## src/rtl/mem_port_arbiter.sv

```systemverilog
// Two-port arbiter/sequencer for the single-port word memory M: fetch (port 0)
// and load/store (port 1) share M, one access per cycle, load data returned one cycle later.
module mem_port_arbiter #(
  parameter int ADDR_W     = 32,
  parameter int DATA_W     = 32,
  parameter int FIXED_PRIO = 0,
  parameter int MAX_WAIT   = 4
) (
  input  logic              clk,
  input  logic              rst,
  input  logic              p0_req,
  input  logic              p0_write,
  input  logic [ADDR_W-1:0] p0_addr,
  input  logic [DATA_W-1:0] p0_wdata,
  output logic              p0_gnt,
  output logic              p0_rvalid,
  output logic [DATA_W-1:0] p0_rdata,
  input  logic              p1_req,
  input  logic              p1_write,
  input  logic [ADDR_W-1:0] p1_addr,
  input  logic [DATA_W-1:0] p1_wdata,
  output logic              p1_gnt,
  output logic              p1_rvalid,
  output logic [DATA_W-1:0] p1_rdata,
  output logic              m_read,
  output logic              m_write,
  output logic [ADDR_W-1:0] m_addr,
  output logic [DATA_W-1:0] m_wdata,
  input  logic [DATA_W-1:0] m_rdata
);

  localparam int CNT_W = $clog2(MAX_WAIT + 1);
  localparam logic [CNT_W-1:0] WAIT_MAX = CNT_W'(MAX_WAIT);

  logic              last_gnt;
  logic [CNT_W-1:0]  wait_cnt;
  logic              gnt0_p0;
  logic              gnt1_p0;
  logic              rvld0_p1;
  logic              rvld1_p1;
  logic [DATA_W-1:0] rdata0_p1;
  logic [DATA_W-1:0] rdata1_p1;

  function automatic logic [CNT_W-1:0] sat_inc(input logic [CNT_W-1:0] cnt);
    return (cnt == WAIT_MAX) ? cnt : cnt + CNT_W'(1);
  endfunction

  // Stage p0: combinational arbitration and issue to M; nothing is granted while in reset
  always_comb begin
    gnt0_p0 = 1'b0;
    gnt1_p0 = 1'b0;
    if (!rst) begin
      if (p0_req && p1_req) begin
        if (FIXED_PRIO != 0) begin
          if (wait_cnt == WAIT_MAX) gnt1_p0 = 1'b1;
          else                      gnt0_p0 = 1'b1;
        end else begin
          if (last_gnt) gnt0_p0 = 1'b1;
          else          gnt1_p0 = 1'b1;
        end
      end else begin
        gnt0_p0 = p0_req;
        gnt1_p0 = p1_req;
      end
    end
  end

  always_comb begin
    m_read  = 1'b0;
    m_write = 1'b0;
    m_addr  = '0;
    m_wdata = '0;
    if (gnt0_p0) begin
      m_read  = !p0_write;
      m_write = p0_write;
      m_addr  = p0_addr;
      m_wdata = p0_wdata;
    end else if (gnt1_p0) begin
      m_read  = !p1_write;
      m_write = p1_write;
      m_addr  = p1_addr;
      m_wdata = p1_wdata;
    end
  end

  // Stage p1: arbitration state and registered load response
  always_ff @(posedge clk or posedge rst) begin
    if (rst) begin
      last_gnt  <= 1'b1;
      wait_cnt  <= '0;
      rvld0_p1  <= 1'b0;
      rvld1_p1  <= 1'b0;
      rdata0_p1 <= '0;
      rdata1_p1 <= '0;
    end else begin
      rvld0_p1 <= gnt0_p0 && !p0_write;
      rvld1_p1 <= gnt1_p0 && !p1_write;
      if (gnt0_p0 && !p0_write) rdata0_p1 <= m_rdata;
      if (gnt1_p0 && !p1_write) rdata1_p1 <= m_rdata;
      if (gnt0_p0 || gnt1_p0) last_gnt <= gnt1_p0;
      if (!p1_req)       wait_cnt <= '0;
      else if (gnt1_p0)  wait_cnt <= '0;
      else if (gnt0_p0)  wait_cnt <= sat_inc(wait_cnt);
    end
  end

  assign p0_gnt    = gnt0_p0;
  assign p1_gnt    = gnt1_p0;
  assign p0_rvalid = rvld0_p1;
  assign p1_rvalid = rvld1_p1;
  assign p0_rdata  = rdata0_p1;
  assign p1_rdata  = rdata1_p1;

endmodule

```

## config.mk

```make
export PLATFORM = sky130hd
export DESIGN_NAME = mem_port_arbiter
export DESIGN_NICKNAME = d
export VERILOG_FILES = /design/src/rtl/mem_port_arbiter.sv
export SDC_FILE = /design/constraint.sdc
export NUM_CORES = 1
export LEC_CHECK = 0
export BUFFER_PORTS_ARGS = -buffer_cell sky130_fd_sc_hd__clkbuf_2
export CORE_AREA = 5 5 113 115
export CTS_BUF_LIST = sky130_fd_sc_hd__clkbuf_2 sky130_fd_sc_hd__clkbuf_4 sky130_fd_sc_hd__clkbuf_8
export CTS_CLUSTER_DIAMETER = 60
export DETAILED_ROUTE_END_ITERATION = 10
export DIE_AREA = 0 0 118 120
export GPL_TIMING_DRIVEN = 1
export MAX_ROUTING_LAYER = met4
export SETUP_SLACK_MARGIN = 0.1
export SLEW_MARGIN = 20
export SYNTH_ARGS = -nofsm -noshare
export SYNTH_HDL_FRONTEND = slang
export SYNTH_SLANG_ARGS = --single-unit
```

## constraint.sdc

```tcl
create_clock -name clk -period 2.2 [get_ports clk]
set_input_delay 0 -clock clk [delete_from_list [all_inputs] [get_ports clk]]
set_output_delay 0 -clock clk [all_outputs]
set_load 0.03 [all_outputs]
```

==> impl_metrics.py <==
metrics = {
    "outcome": {
        "status": "finished clean",
    },
    "global_route": {
        "grt_max_degree": 53,
        "grt_use_met3_pct": 5.749,
        "grt_usage_pct": 18.12,
        "grt_overflow": 0,
        "met2_usage_pct": 30.48,
        "met1_usage_pct": 20.17,
        "grt_pass1_wl_um": 19540,
        "antenna_found_initial": 6,
        "grt_pass1_vias": 3523,
        "top_usage_layer": "met2",
    },
    "final_layout": {
        "fin_nets": 726,
        "stdcell_count": 718,
        "fillerInstances": 1087,
        "multi_input_area_sq_mm": 0.001399,
        "final_core_util_pct": 46.35,
        "area_growth_pct": 70.25,
        "drive_above_1_share_pct": 69.56,
        "seqCellArea_sq_mm": 0.001678,
    },
    "yosys": {
        "synth_common_cells": "dfrtp_1 (66), a22o_1 (64), mux2_2 (61)",
        "yosysWarnings": 0,
        "syn_inst": 229,
        "synth_nets": 395,
        "synth_area_sq_mm": 0.003188,
        "ys_ff_latch": 67,
        "synth_area_leaders": "dfrtp_1 (52%), mux2_2 (22%), a22o_1 (18%)",
        "synth_largest_area_cell": "dfrtp_1",
        "ys_async_sr_fraction_pct": 100.0,
        "synth_top_area_share_pct": 51.81,
        "ys.flop_type": "dfrtp_1",
        "yosysMostFrequentCell": "dfrtp_1",
        "syn_area_per_cell_sq_um": 13.92,
        "synth-edff-count": 0,
        "ys_types": 19,
        "seq_area_frac_synth_pct": 52.63,
    },
    "sta": {
        "worst_slew_pin_slew_ns": 0.6252,
        "finalSetupTns_ns": 0,
        "fin_crit_ns": 1.994,
        "fmax_mhz": 501.4,
        "rsz0062_at_grt": "yes",
        "hold_violations": 0,
        "slew_violations": 0,
        "final.period_utilization_pct": 90.65,
        "whs_ns": 0.03450,
        "relSlewSlack_pct": 58.26,
        "finalSetupViolCount": 0,
        "skew_ns": 0.004643,
    },
    "clock_tree": {
        "tritoncts": "built",
        "root_buffer": "clkbuf_8",
        "cts.sinks": 67,
        "clockBufferDepth": 2,
        "htreeDepth": 3,
        "clk_latency_ns": 0.34,
        "path_clk_slew_ns": 0.07,
        "cts_buffers": 9,
    },
    "critical_path": {
        "cp-end-kind": "output port",
        "critical_path_arrival_ns": 1.99,
        "cp_max_fo": 34,
        "cp.required_ns": 2.20,
        "worstSetupPathType": "input pin to output port",
        "crit_path_start_kind": "input pin",
    },
    "routing": {
        "wl_per_cell_um": 18.11,
        "via_per_inst": 4.616,
        "drc": 0,
        "drtAntennaViolNets": 0,
        "drtIter0Drc": 131,
        "totalWireLength_um": 13000,
        "firstDrtPassIters": 4,
        "route.vias.total": 3314,
    },
    "die": {
        "coreArea_sq_mm": 0.01171,
        "io_pins": 300,
        "start_util_pct": 27.22,
        "die_y_um": 120,
        "placementRows": 40,
        "dieArea_sq_mm": 0.01416,
        "die_x_um": 118,
    },
    "power_and_ir_drop": {
        "total_power_mw": 4.844,
        "ir_drop_v": 0.0006404,
        "power.leakage_nw": 2.885,
        "p_per_area_mw_per_mm2": 892.5,
    },
    "flow_run": {
        "drv_cap": 0,
    },
    "place": {
        "gp_congestion": 0.9418,
        "dp.cells": 663,
        "hpwl_um": 10610,
        "io_buffers": 299,
    },
    "hold_path": {
        "hold_class": "input pin to flop",
    },
}
==> path summary, 6_finish.rpt <==
| check | from | to | slack, ns | cells past startpoint |
|---|---|---|---|---|
| max reg2reg | last_gnt | p0_rdata[23] | 0.43 | 4 |
| min in group asynchronous | rst | p0_rdata[2] | 0.33 | 3 |
| min | p0_write | p0_rvalid | 0.03 | 3 |
| max | rst | m_read | 0.21 | 7 |
| min reg2reg | p0_rdata[24] | p0_rdata[24] | 0.50 | 1 |
| max in group asynchronous | rst | p0_rdata[27] | 1.25 | 4 |
==> kinds of logic (layout without fill, tap and decap cells) <==
family | after synthesis | in the layout | synth area share, %
other cells | 0 | 6 | 0
buf+inv | 23 | 359 | 4.199
flops | 67 | 67 | 52.63
compound gates | 71 | 71 | 19.86
mux | 64 | 64 | 22.61
simple gates | 4 | 4 | 0.7064
==> power breakdown <==
group	switching [mW]	internal [mW]	total, mW
Sequential	0.171	1.54	1.71
Combinational	1.28	0.716	1.99
Clock	0.449	0.694	1.14
==> sequential cells by signal, summed over array words and instances, names as in the netlist <==
signal     flops
p1_rvalid      1
p1_rdata      32
p0_rvalid      1
p0_rdata      32
last_gnt       1
==> layout by cell type, fill, tap and decap left out <==
cell,synthesis,final
or2_2,1,1
dlygate4sd3_1,0,33
clkinv_2,0,3
bufinv_16,0,2
a211oi_4,2,2
clkbuf_8,0,11
mux2_2,61,61
dfrtp_1,66,66
o21ai_0,1,1
clkbuf_2,0,299
buf_6,3,4
inv_2,1,2
diode_2,0,6
mux2_1,3,3
a22o_1,64,64
buf_4,3,3
nand2_1,1,1
dfstp_2,1,1
o21ba_2,1,1
a21oi_4,0,2
nand2b_1,2,2
buf_12,0,1
inv_1,2,1
a211oi_1,1,1
==> final cells by class <==
cell class | instances | area share (%)
clock inverters | 5 | 1.383
inverters | 3 | 0.2075
multi-input cells | 139 | 25.77
repair buffers | 340 | 35.27
flip-flops and latches | 67 | 30.91
diodes | 6 | 0.2766
clock buffers | 11 | 2.789
well taps | 147 | 3.389
==> what timing repair did <==
action                                  in CTS  in global routing
endpoints found under the hold margin       91                  0
endpoints found under the setup margin       0                 56
hold buffers                                33                  0
resized for setup                            0                  4
setup buffers                                0                  0
==> critical path: stages <==
cell	delay, ns
dlygate4sd3_1	0.55
clkbuf_2	0.13
nand2b_1	0.25
a211oi_4	0.20
buf_4	0.43
or2_2	0.20
clkbuf_2	0.19
==> through the flow <==
step                area (sq um)  setup slack [ns]
finish                      5428            0.2057
global route                5428           0.09616
CTS                         5398            0.1258
detailed placement          4841            0.4428
global placement            4841            0.4753
floorplan                   3188            0.4811
==> layer usage <==
layer | vias to the layer above | wire length (um)
li1 | 1548 | -
met5 | - | 0
met4 | 0 | 280
met2 | 167 | 6552
met1 | 1580 | 5029
met3 | 19 | 1142
No activity file was read; power rests on OpenSTA's default activity.
